[config.mk]
export PLATFORM = sky130hd
export DESIGN_NAME = nco_phase_sched
export DESIGN_NICKNAME = d
export VERILOG_FILES = /design/src/rtl/nco_phase_sched.sv
export SDC_FILE = /design/constraint.sdc
export NUM_CORES = 1
export LEC_CHECK = 0
export ABC_AREA = 1
export BUFFER_PORTS_ARGS = -buffer_cell sky130_fd_sc_hd__buf_2
export CAP_MARGIN = 20
export CORE_MARGIN = 2
export CORE_UTILIZATION = 53
export CTS_BUF_LIST = sky130_fd_sc_hd__clkbuf_16
export DETAILED_ROUTE_END_ITERATION = 8
export PLACE_DENSITY = 0.82
export SYNTH_ARGS = -nofsm -noshare
export SYNTH_HDL_FRONTEND = slang
export SYNTH_SLANG_ARGS = --single-unit
[constraint.sdc]
create_clock -name clk -period 12.33 [get_ports clk]
set_clock_uncertainty 0.1 [all_clocks]
set_input_delay 1.233 -clock clk [delete_from_list [all_inputs] [get_ports clk]]
set_output_delay 1.233 -clock clk [all_outputs]
set_load 0.1 [all_outputs]
[src/rtl/nco_phase_sched.sv]
`default_nettype none
// =============================================================================
// Module      : nco_phase_sched
// Description : Time-multiplexes one externally pipelined N-bit phase adder
//               between CH NCO channels. Holds every channel's phase
//               accumulator and frequency tuning word (FTW), issues at most
//               one accumulate per clock in round-robin order, tracks the
//               in-flight operations through the adder latency and writes the
//               returned sums back as the new channel phases.
//
// Parameters  : N       - phase / FTW width
//               CH      - number of channels (2..16)
//               CHW     - channel index width, ceil(log2(CH))
//               ADD_LAT - clocks from add_a_out/add_b_out to add_sum_in (1..8)
//
// Ports       : clk, rst            clock, asynchronous active-high reset
//               en                  issue enable (in-flight ops always drain)
//               phase_clr           synchronous clear of all phases
//               ftw_wr/ch/data      FTW write request, held until ftw_ack
//               ftw_ack             one-cycle write acknowledge
//               add_a_out/add_b_out adder operands (phase, FTW)
//               add_sum_in          adder result, carry discarded
//               phase_out/phase_ch  updated phase and its channel
//               phase_valid         phase_out/phase_ch valid this cycle
//
// Options     : CH_MASK_EN - adds input ch_mask[CH-1:0]; channels whose mask
//               bit is 0 are never issued and the pointer skips them.
//
// Revision    : 1.0 - initial release
// =============================================================================
module nco_phase_sched #(
    parameter int N       = 32,
    parameter int CH      = 4,
    parameter int CHW     = 2,
    parameter int ADD_LAT = 2
) (
    input  logic           clk,
    input  logic           rst,
    input  logic           en,
    input  logic           phase_clr,
    input  logic           ftw_wr,
    input  logic [CHW-1:0] ftw_ch,
    input  logic [N-1:0]   ftw_data,
    output logic           ftw_ack,
    output logic [N-1:0]   add_a_out,
    output logic [N-1:0]   add_b_out,
    input  logic [N-1:0]   add_sum_in,
    output logic [N-1:0]   phase_out,
    output logic [CHW-1:0] phase_ch,
    output logic           phase_valid
`ifdef CH_MASK_EN
    ,
    input  logic [CH-1:0]  ch_mask
`endif
);

    localparam logic [CHW-1:0] c_LAST_CH = CHW'(CH - 1);

    // Channel state
    logic [N-1:0]   r_phase [CH];
    logic [N-1:0]   r_ftw   [CH];
    logic [CHW-1:0] r_ptr;

    // Tag pipe. Stage 0 is loaded together with the operand registers;
    // stage ADD_LAT lines up with add_sum_in.
    logic [ADD_LAT:0] r_tag_vld;
    logic [CHW-1:0]   r_tag_ch [ADD_LAT+1];

    // Output registers
    logic           r_ftw_ack;
    logic [N-1:0]   r_add_a;
    logic [N-1:0]   r_add_b;
    logic [N-1:0]   r_phase_out;
    logic [CHW-1:0] r_phase_ch;
    logic           r_phase_valid;

    // Scheduling
    logic [CH-1:0]  w_busy;
    logic [CH-1:0]  w_elig;
    logic [CHW-1:0] w_idx;
    logic [CHW-1:0] w_sel;
    logic           w_found;
    logic           w_do_issue;
    logic           w_wb;
    logic [CHW-1:0] w_wb_ch;
    logic [N-1:0]   w_op_a;
    logic           w_ftw_take;

    assign ftw_ack     = r_ftw_ack;
    assign add_a_out   = r_add_a;
    assign add_b_out   = r_add_b;
    assign phase_out   = r_phase_out;
    assign phase_ch    = r_phase_ch;
    assign phase_valid = r_phase_valid;

    assign w_wb    = r_tag_vld[ADD_LAT];
    assign w_wb_ch = r_tag_ch[ADD_LAT];

    // A channel is busy while its tag sits in stages 0..ADD_LAT-1. The final
    // stage is being written back this cycle, so that channel may be
    // re-issued using the returning sum (see w_op_a), which gives the
    // ADD_LAT+1 revisit period when CH <= ADD_LAT.
    always_comb begin
        w_busy = '0;
        for (int k = 0; k < ADD_LAT; k++) begin
            if (r_tag_vld[k]) begin
                w_busy[r_tag_ch[k]] = 1'b1;
            end
        end
    end

`ifdef CH_MASK_EN
    assign w_elig = ~w_busy & ch_mask;
`else
    assign w_elig = ~w_busy;
`endif

    // First eligible channel at or after the pointer. Scanning from the far
    // end lets the last hit be the nearest one.
    always_comb begin
        w_found = 1'b0;
        w_sel   = '0;
        w_idx   = '0;
        for (int i = CH - 1; i >= 0; i--) begin
            w_idx = CHW'((int'(r_ptr) + i) % CH);
            if (w_elig[w_idx]) begin
                w_found = 1'b1;
                w_sel   = w_idx;
            end
        end
    end

    assign w_do_issue = en && !phase_clr && w_found;

    // Forward the sum being written back when the same channel is re-issued.
    assign w_op_a = (w_wb && (w_wb_ch == w_sel)) ? add_sum_in : r_phase[w_sel];

    assign w_ftw_take = ftw_wr && !r_ftw_ack;

    always_ff @(posedge clk or posedge rst) begin
        if (rst) begin
            for (int c = 0; c < CH; c++) begin
                r_phase[c] <= '0;
                r_ftw[c]   <= '0;
            end
            for (int k = 0; k <= ADD_LAT; k++) begin
                r_tag_ch[k] <= '0;
            end
            r_tag_vld     <= '0;
            r_ptr         <= '0;
            r_ftw_ack     <= 1'b0;
            r_add_a       <= '0;
            r_add_b       <= '0;
            r_phase_out   <= '0;
            r_phase_ch    <= '0;
            r_phase_valid <= 1'b0;
        end else begin
            // FTW load; an out-of-range channel is acknowledged but dropped.
            // The issue below reads r_ftw before this write lands.
            r_ftw_ack <= w_ftw_take;
            if (w_ftw_take && (int'(ftw_ch) < CH)) begin
                r_ftw[ftw_ch] <= ftw_data;
            end

            for (int k = 1; k <= ADD_LAT; k++) begin
                r_tag_ch[k] <= r_tag_ch[k-1];
            end
            r_tag_ch[0] <= w_sel;

            if (phase_clr) begin
                // Clear wins over writeback and kills every in-flight tag.
                for (int c = 0; c < CH; c++) begin
                    r_phase[c] <= '0;
                end
                r_tag_vld     <= '0;
                r_ptr         <= '0;
                r_phase_valid <= 1'b0;
            end else begin
                r_tag_vld <= {r_tag_vld[ADD_LAT-1:0], w_do_issue};

                r_phase_valid <= w_wb;
                if (w_wb) begin
                    r_phase[w_wb_ch] <= add_sum_in;
                    r_phase_out      <= add_sum_in;
                    r_phase_ch       <= w_wb_ch;
                end

                // Bubbles leave operands and pointer untouched.
                if (w_do_issue) begin
                    r_add_a <= w_op_a;
                    r_add_b <= r_ftw[w_sel];
                    r_ptr   <= (w_sel == c_LAST_CH) ? '0 : w_sel + 1'b1;
                end
            end
        end
    end

endmodule
`default_nettype wire

==> results of run 1 <==
worst max-delay path by stage:
stage | slack [ns] | depth (start not counted) | startpoint | to
2_1_floorplan | 0.81 | 1 | rst | add_a_out[0]$_DFFE_PP0P_
3_3_place_gp | 8.32 | 4 | rst | add_a_out[11]$_DFFE_PP0P_
3_5_place_dp | 8.27 | 4 | rst | add_a_out[9]$_DFFE_PP0P_
4_1_cts | 8.47 | 15 | r_ptr[0]$_DFFE_PP0P_ | add_b_out[0]$_DFFE_PP0P_
5_1_grt | 8.00 | 16 | r_tag_ch[3]$_DFF_PP0_ | add_b_out[6]$_DFFE_PP0P_
6_report | 8.33 | 16 | r_tag_ch[2]$_DFF_PP0_ | add_b_out[0]$_DFFE_PP0P_
kinds of logic after synthesis:
family,synth area share [%]
AND/OR/NAND/NOR,20.3
buffers and inverters,10.7
flip-flops,56.0
AO/OA/AOI/OAI,12.8
XOR/XNOR,0.0992
sequential cells by signal, indices dropped and copies added (netlist names), 2 cells and up:
register,flops
r_tag_vld,3
phase_ch,2
r_tag_ch,4
add_a_out,32
r_phase,128
r_ptr,2
r_ftw,128
phase_out,32
w_wb_ch,2
add_b_out,32
cells in the mapped netlist:
| master | number | area, um^2 |
|---|---|---|
| nor2_1 | 45 | 169 |
| buf_2 | 55 | 275 |
| o21ai_0 | 161 | 806 |
| o22ai_1 | 129 | 807 |
| inv_2 | 4 | 15.0 |
| nor2_4 | 1 | 11.3 |
| clkinv_1 | 2 | 7.51 |
| clkbuf_1 | 70 | 263 |
| buf_4 | 2 | 15.0 |
| a31oi_1 | 32 | 200 |
| o211ai_1 | 32 | 240 |
| nand2_1 | 509 | 1910 |
| nand3_1 | 242 | 1210 |
| inv_1 | 308 | 1160 |
| a21oi_1 | 4 | 20.0 |
| nand3_2 | 1 | 10.0 |
| buf_6 | 2 | 22.5 |
| buf_1 | 1 | 3.75 |
| o21ai_1 | 5 | 25.0 |
| a21oi_2 | 1 | 8.76 |
| nand2_2 | 4 | 25.0 |
| xnor2_2 | 1 | 16.3 |
| dfrtp_1 | 367 | 9180 |
power by group through the flow:
stage	sequential (mW)	combinational (mW)	clock (mW)
final	1.57	2.45	1.08
after floorplan	2.46	1.06	0
after global placement	1.57	2.39	0
after detailed placement	1.58	2.43	0
after CTS	1.57	2.44	1.09
after global routing	1.60	2.63	1.14
layer usage:
| metal | up-vias | global-route usage, % | part of all wire [%] |
|---|---|---|---|
| li1 | 6584 | - | - |
| met1 | 6829 | 35.0 | 40 |
| met2 | 673 | 43.7 | 48 |
| met3 | 102 | 5.92 | 9.7 |
| met4 | 0 | 10.3 | 2.9 |
| met5 | - | 0 | 0 |
cell type report:
class                           instances  share of cell area (%)
Multi-Input combinational cell       1167                    29.7
Inverter                              314                    6.35
Timing Repair Buffer                  192                    5.86
Antenna cell                            3                  0.0402
Clock buffer                           39                    5.23
Clock inverter                         29                   0.965
Sequential cell                       367                    49.2
Tap cell                              396                    2.65
metrics by stage:
step / worst slack [ns] / hold WS, ns / instance area [um^2]
floorplan: 0.808 / 0.295 / 16400
global placement: 8.32 / 0.303 / 17400
detailed placement: 8.27 / 0.312 / 17400
CTS: 8.47 / 0.326 / 18600
global route: 8.00 / 0.352 / 18700
finish: 8.33 / 0.324 / 18700
placed cells by master, fill, tap and decap left out, types with 2 or more instances in the layout:
master	netlist	final
a21oi_1	4	4
a31oi_1	32	32
buf_12	0	3
buf_16	0	2
buf_2	55	170
buf_4	2	17
bufinv_16	0	2
clkbuf_16	0	39
clkinv_1	2	13
clkinv_2	0	3
dfrtp_1	367	367
diode_2	0	3
inv_1	308	317
inv_2	4	4
inv_6	0	3
nand2_1	509	507
nand2_2	4	4
nand3_1	242	240
nand3_2	1	3
nor2_1	45	43
nor2_4	1	3
o211ai_1	32	32
o21ai_0	161	161
o21ai_4	0	4
o22ai_1	129	129
==> flow_summary.toml, run 1 <==
[global_routing]
grt_max_degree = 166
grt_pass1_vias = 14121
grtUsageTotal_pct = 26.7
grt_pass1_wl_um = 71300
antenna_found_initial = 3
grt-ovfl-total = 0

[min_path]
whs_endpoint = "r_tag_ch[2]$_DFF_PP0_"
min_from = "r_tag_ch[4]$_DFF_PP0_"
hold_class = "reg2reg"
hold_path_depth = 0

[worst_setup_path]
end_kind = "register"
start_kind = "register"
worstPathMaxFanout = 165
r2r_setup_slack_ns = 8.33
crit_chain = "inv_1 -> nand3_1 -> nand2_1 -> nand2_1 -> nand3_1 -> nand2_1 -> inv_2 -> nand2_1 -> nand2_2 -> buf_4 -> nand2_8 -> inv_1 -> buf_4 -> nand2_1 -> nand3_1 -> a31oi_1"
cp.buffers_inverters = 5
critPathArrivalTime_ns = 4.26
crit_slowest_cell = "nand2_8"
r2r-start = "r_tag_ch[2]$_DFF_PP0_"
r2r_cells = 16
cpPeakStageDelay_ns = 0.76
regToRegEndpoint = "add_b_out[0]$_DFFE_PP0P_"
crit_top_cell = "nand2_1"
critical-path-top-delay-family = "simple AND/OR/NAND/NOR gates"
critical_path_class = "reg2reg"
worstPathRequired_ns = 12.60

[clocking]
cts_buffers = 39
clock_path_buffers = 3
insertion_delay_ns = 0.52
cts_resized = 0
htreeDepth = 2
clockRootBuffer = "clkbuf_16"
post_cts_buffers = 0
clkSinkCount = 367
clk_pin_slew_ns = 0.06
cts_hold_buf = 0
cts_tree = "yes"

[final_layout]
final_util_pct = 61.2
drive_gt1_share_pct = 12.4
n_fill_cell = 2507
seqCellArea_um2 = 9180
multi_input_area_um2 = 5550
syn2layout_area_growth_pct = 13.9
layoutNonFillerInstCount = 2507
nNetsFinal = 2152

[die]
ios = 171
fp-row-count = 64
die_w_um = 180
core_um2 = 30500
initial_core_util_pct = 53.8
fp.dieH_um = 180
die-area_um2 = 32400

[synth]
syn_nets = 2049
yosysWarnings = 0
postSynthAreaPerCell_um2 = 8.29
synth_seq_cells = 367
syn_area_um2 = 16400
synthCells = 1978
synthDistinctLibCells = 23
ys_seq_area_share_pct = 56.0

[placed_design]
place_congestion = 0.804
port_buffers = 170
dp_hpwl_um = 24900
placed_cells_incl_taps = 2431

[outcome]
status = "finished with violations"
violations = "design-rule violations"

[detailed_routing]
drt_pass1_iterations = 8
wl_per_cell_um = 17.3
wl_um = 43400
vias = 14188
drt-initial-drc-count = 1544
viasPerCell = 5.66
drc = 2
postRouteAntennaNets = 0

[sta]
tightest_slew_ns = 1.11
relSlewSlack_pct = 25.5
period_minus_slack_ns = 4.00
rsz0062_at_grt = "no"
finalHoldViolations = 0
drv_slew = 0
tns_ns = 0
min_period_over_period_pct = 32.4
setup_viol = 0
fmax_mhz = 250

[power_and_ir_drop]
power_frac_seq_pct = 30.7
vdd_ir_drop_max_v = 0.000235
p_int_mw = 2.52
total_power_mw = 5.10
power_density_nw_per_um2 = 273
net-switching-power_mw = 2.59
p_clk_share_pct = 21.2
combPwrFrac_pct = 48.1
p_sw_share_pct = 50.7
leakage_nw = 9.32

[flow_run]
drv_cap = 0
No activity file was read; power rests on OpenSTA's default activity.
==> run 2: changes to the inputs <==
Clock period 12.33 ns to 3.6 ns, I/O delays scaled along.
==> run 2 against run 1 <==
The run now ends clean. Combinational power rose to 3.5 times the previous value. Sequential cell count did not move. Sequential share of layout area fell by 0.54 points. Highest routed layer is now met5. Sequential power rose to 3.5 times the previous value. Cell area rose by 1.1%. Largest cell class unchanged. Critical path depth did not move. Routed wire length rose by 1.4%.
==> flow_summary.toml, run 2 (same netlist as run 1, synthesis figures left out) <==
[sta]
hold_slack_ns = 0.0388
drv_slew = 0
tightest_slew_ns = 1.15
finalHoldViolations = 0
setup_viol = 0
rsz0062_at_grt = "no"
min_period_over_period_pct = 87.3
period_minus_slack_ns = 3.14
relSlewSlack_pct = 23.2
fmax_mhz = 318

[clocking]
cts_tree = "yes"
cts_buffers = 39
clk_pin_slew_ns = 0.06
cts_resized = 0
post_cts_buffers = 0
clock_path_buffers = 3
clockRootBuffer = "clkbuf_16"
insertion_delay_ns = 0.52
htreeDepth = 2
clkSinkCount = 367
cts_hold_buf = 1

[die]
ios = 171
fp-row-count = 64
die_w_um = 180
die-area_um2 = 32400
core_um2 = 30500
initial_core_util_pct = 53.8
fp.dieH_um = 180

[flow_run]
drv_cap = 0

[placed_design]
port_buffers = 170
dp_hpwl_um = 26400
place_congestion = 0.867
placed_cells_incl_taps = 2448

[outcome]
status = "completed"

[global_routing]
grt_pass1_wl_um = 72600
grtUsageTotal_pct = 27.1
grt_max_degree = 103
grt-ovfl-total = 0
grt_pass1_vias = 14163
antenna_found_initial = 2

[detailed_routing]
wl_met1_um = 17900
top_layer = "met5"
wl_per_cell_um = 17.5
drt-initial-drc-count = 1559
wl_met3_um = 3950
drt_pass1_iterations = 5
viasPerCell = 5.71
drc = 0
met2_length_um = 21000
vias = 14395
postRouteAntennaNets = 0
wl_um = 44100

[worst_setup_path]
worstPathMaxFanout = 31
crit_chain = "inv_1 -> nand2_1 -> nand3_1 -> nand2_1 -> nand3_1 -> nand2_1 -> nand2_4 -> inv_2 -> nand2_1 -> nand2_1 -> buf_4 -> nand2_1 -> buf_4 -> nand2_1 -> nand3_1 -> nand2_1"
worstPathRequired_ns = 3.94
cpPeakStageDelay_ns = 0.53
crit_top_cell = "nand2_1"
cp.buffers_inverters = 4
critPathArrivalTime_ns = 3.49
start_kind = "register"
crit_slowest_cell = "dfrtp_1"
critical_path_class = "reg2reg"
end_kind = "register"
critical-path-top-delay-family = "simple AND/OR/NAND/NOR gates"

[final_layout]
drive_gt1_share_pct = 13.1
final_common_cell = "nand2_1"
seqCellArea_um2 = 9180
final_cell_mix = "nand2_1, dfrtp_1, inv_1"
layoutNonFillerInstCount = 2521
multi_input_area_um2 = 5550
nNetsFinal = 2167
syn2layout_area_growth_pct = 15.1
reg_top3 = "r_ftw x128, r_phase x128"
n_fill_cell = 2511

[power_and_ir_drop]
leakage_nw = 9.43
vdd_ir_drop_max_v = 0.000712
power_density_nw_per_um2 = 944

[min_path]
hold_class = "in2reg"
[run 2: stage by stage]
step	total power, mW	utilization, %	area [um^2]	TNS [ns]	worst slack, ns
2_1_floorplan	12.0	-	16400	-654.80	-1.78
5_1_grt	18.7	61.9	18900	0	0.128
3_5_place_dp	13.8	57.6	17600	0	0.648
3_3_place_gp	13.7	57.6	17600	0	0.738
4_1_cts	17.8	61.8	18800	0	0.543
6_report	17.8	61.9	18900	0	0.457
[run 2: worst min-delay path: cells and delay by family]
family,cells,cell delay (ns)
AO/OA/AOI/OAI,1,0.08
buffers and inverters,2,0.17
[run 2: routing by layer]
| layer | GRT usage, % | up-vias |
|---|---|---|
| li1 | - | 6613 |
| met1 | 36.6 | 6951 |
| met2 | 44.4 | 724 |
| met3 | 5.21 | 105 |
| met4 | 9.07 | 2 |
| met5 | 0 | - |
[run 2: final cells by class]
cell class / count / area share, %
inverters: 314 / 6.26
repair buffers: 207 / 6.45
clock buffers: 41 / 5.43
diodes: 1 / 0.0133
well taps: 396 / 2.62
multi-input cells: 1167 / 29.4
flip-flops and latches: 367 / 48.6
clock inverters: 28 / 1.18
[run 2: path summary, 6_finish.rpt]
check / endpoint / slack, ns / depth (start not counted) / start
max: add_a_out[15]$_DFFE_PP0P_ / 0.46 / 16 / r_ptr[0]$_DFFE_PP0P_
min: r_ftw[87]$_DFFE_PP0P_ / 0.04 / 3 / ftw_data[23]
max reg2reg: add_a_out[15]$_DFFE_PP0P_ / 0.46 / 16 / r_ptr[0]$_DFFE_PP0P_
min reg2reg: r_tag_ch[2]$_DFF_PP0_ / 0.33 / 0 / r_tag_ch[4]$_DFF_PP0_
max in group asynchronous: add_a_out[12]$_DFFE_PP0P_ / 2.00 / 4 / rst
min in group asynchronous: phase_out[23]$_DFFE_PP0P_ / 0.43 / 3 / rst
[run 2: where the power goes]
group | switching, mW | leakage [nW] | internal [mW]
sequential | 0.521 | 4.77 | 4.90
combinational | 6.77 | 4.02 | 1.69
clock | 1.61 | 0.643 | 2.34
total | 8.91 | 9.43 | 8.92
==> run 3: changes to the inputs <==
Settings changed: CORE_UTILIZATION 53 to 30, PLACE_DENSITY 0.82 to 0.54.
==> run 3 against run 2 <==
Critical path depth is 1 lower. Sequential share of layout area is 2.0 points lower. Power is 1.4% higher. Routed wire length is 15% higher. First-iteration DRC count is 29% lower. Combinational power is 2% higher. Largest power group unchanged.
==> flow_summary.toml, run 3 (same netlist as run 1, synthesis figures left out) <==
[sta]
min_period_over_period_pct = 82.1
rsz0062_at_grt = "no"
hold_slack_ns = 0.0134
tns_ns = 0
period_minus_slack_ns = 2.96
fmax_mhz = 338
finalHoldViolations = 0
drv_slew = 0
setup_viol = 0
relSlewSlack_pct = 42.5
tightest_slew_ns = 0.860

[die]
die_w_um = 238
die-area_um2 = 56600
fp.dieH_um = 238
initial_core_util_pct = 30.4
ios = 171
core_um2 = 53900
fp-row-count = 85

[clocking]
post_cts_buffers = 0
cts_resized = 0
htreeDepth = 2
clock_path_buffers = 3
cts_buffers = 43
cts_tree = "yes"
clockRootBuffer = "clkbuf_16"
insertion_delay_ns = 0.59
clkSinkCount = 367
clk_pin_slew_ns = 0.06

[detailed_routing]
drt_pass1_iterations = 5
wl_per_cell_um = 17.6
drt-initial-drc-count = 1109
wl_um = 50400
postRouteAntennaNets = 0
vias = 13905
viasPerCell = 4.86
drc = 0

[final_layout]
fin_area_um2 = 19700
reg_top3 = "r_ftw x128, r_phase x128"
final_cell_mix = "nand2_1, dfrtp_1, inv_1"
n_fill_cell = 5539
drive_gt1_share_pct = 13.4
syn2layout_area_growth_pct = 20.1
final_util_pct = 36.5
final_common_cell = "nand2_1"
nNetsFinal = 2205

[power_and_ir_drop]
leakage_nw = 9.63
power_density_nw_per_um2 = 918
p_sw_share_pct = 50.9
net-switching-power_mw = 9.19
vdd_ir_drop_max_v = 0.000797
power_frac_seq_pct = 29.9
p_int_mw = 8.88
p_clk_share_pct = 22.5
combPwrFrac_pct = 47.6

[global_routing]
grt-ovfl-total = 0
grt_max_degree = 81
antenna_found_initial = 2
grt_pass1_vias = 14153
grt_pass1_wl_um = 81700
grtUsageTotal_pct = 18.3

[placed_design]
place_congestion = 0.821
port_buffers = 170
placed_area_um2 = 18000
dp_hpwl_um = 31300

[worst_setup_path]
cpPeakStageDelay_ns = 0.51
worstPathRequired_ns = 4.01
r2r_setup_slack_ns = 0.64
critical_path_class = "reg2reg"
end_kind = "register"
crit_top_cell = "nand2_1"
worstPathMaxFanout = 56
start_kind = "register"
cp.buffers_inverters = 3
critical-path-top-delay-family = "simple AND/OR/NAND/NOR gates"
crit_slowest_cell = "dfrtp_1"
crit_chain = "inv_1 -> nand2_1 -> nand3_1 -> nand2_1 -> inv_2 -> nand2_1 -> nand2_2 -> nand2_8 -> buf_4 -> nand2_1 -> nand3_1 -> nand2_1 -> nand2_1 -> nand3_1 -> nand2_1"
critPathArrivalTime_ns = 3.36

[flow_run]
drv_cap = 0

[min_path]
hold_class = "in2reg"

[outcome]
status = "completed"
[run 3: layer usage]
metal / vias to the layer above / wire length, um / GRT usage (%)
met5: - / 13 / 0
met2: 390 / 24100 / 30.7
li1: 6695 / - / -
met3: 77 / 3020 / 3.11
met4: 2 / 1020 / 4.96
met1: 6741 / 22300 / 24.5
[run 3: path summary, 6_finish.rpt]
path                                             end                   from  cells past startpoint
max in group asynchronous  add_b_out[24]$_DFFE_PP0P_                    rst                      4
max                        add_a_out[28]$_DFFE_PP0P_   r_ptr[0]$_DFFE_PP0P_                     15
min                           r_ftw[122]$_DFFE_PP0P_           ftw_data[26]                      3
min reg2reg                     w_wb_ch[0]$_DFF_PP0_  r_tag_ch[2]$_DFF_PP0_                      0
max reg2reg                add_a_out[28]$_DFFE_PP0P_   r_ptr[0]$_DFFE_PP0P_                     15
min in group asynchronous   r_phase[124]$_DFFE_PP0P_                    rst                      3
[run 3: power by group through the flow]
stage | Clock [mW] | Sequential [mW] | Combinational, mW
2_1_floorplan | 0 | 8.41 | 3.62
3_3_place_gp | 0 | 5.46 | 8.56
3_5_place_dp | 0 | 5.48 | 8.64
4_1_cts | 4.19 | 5.42 | 8.67
5_1_grt | 4.37 | 5.51 | 9.32
6_report | 4.07 | 5.41 | 8.60
[run 3: final cells by class]
class	instances	area, um^2	share of cell area (%)
Clock buffer	43	1080	5.46
Tap cell	696	871	4.42
Timing Repair Buffer	241	1600	8.11
Clock inverter	33	226	1.15
Antenna cell	1	2.50	0.0127
Inverter	314	1180	6.00
Multi-Input combinational cell	1167	5550	28.2
Sequential cell	367	9180	46.6
[run 3: per-stage QoR]
| step | setup WS [ns] | total power [mW] | instances |
|---|---|---|---|
| 6_report | 0.644 | 18.1 | 2862 |
| 5_1_grt | 0.306 | 19.2 | 2862 |
| 4_1_cts | 0.660 | 18.3 | 2860 |
| 3_5_place_dp | 0.669 | 14.1 | 2752 |
| 3_3_place_gp | 0.760 | 14.0 | 2750 |
| 2_1_floorplan | -1.78 | 12.0 | 1978 |
[run 3: tightest hold or removal path, cell delays in order]
cell     delay, ns
buf_2         0.11
inv_1         0.08
o21ai_0       0.09
[run 3: repair_timing]
| action | in CTS | in global routing |
|---|---|---|
| hold buffers | 32 | 0 |
| endpoints found under the setup margin | 0 | 0 |
| hold endpoints to repair | 118 | 0 |
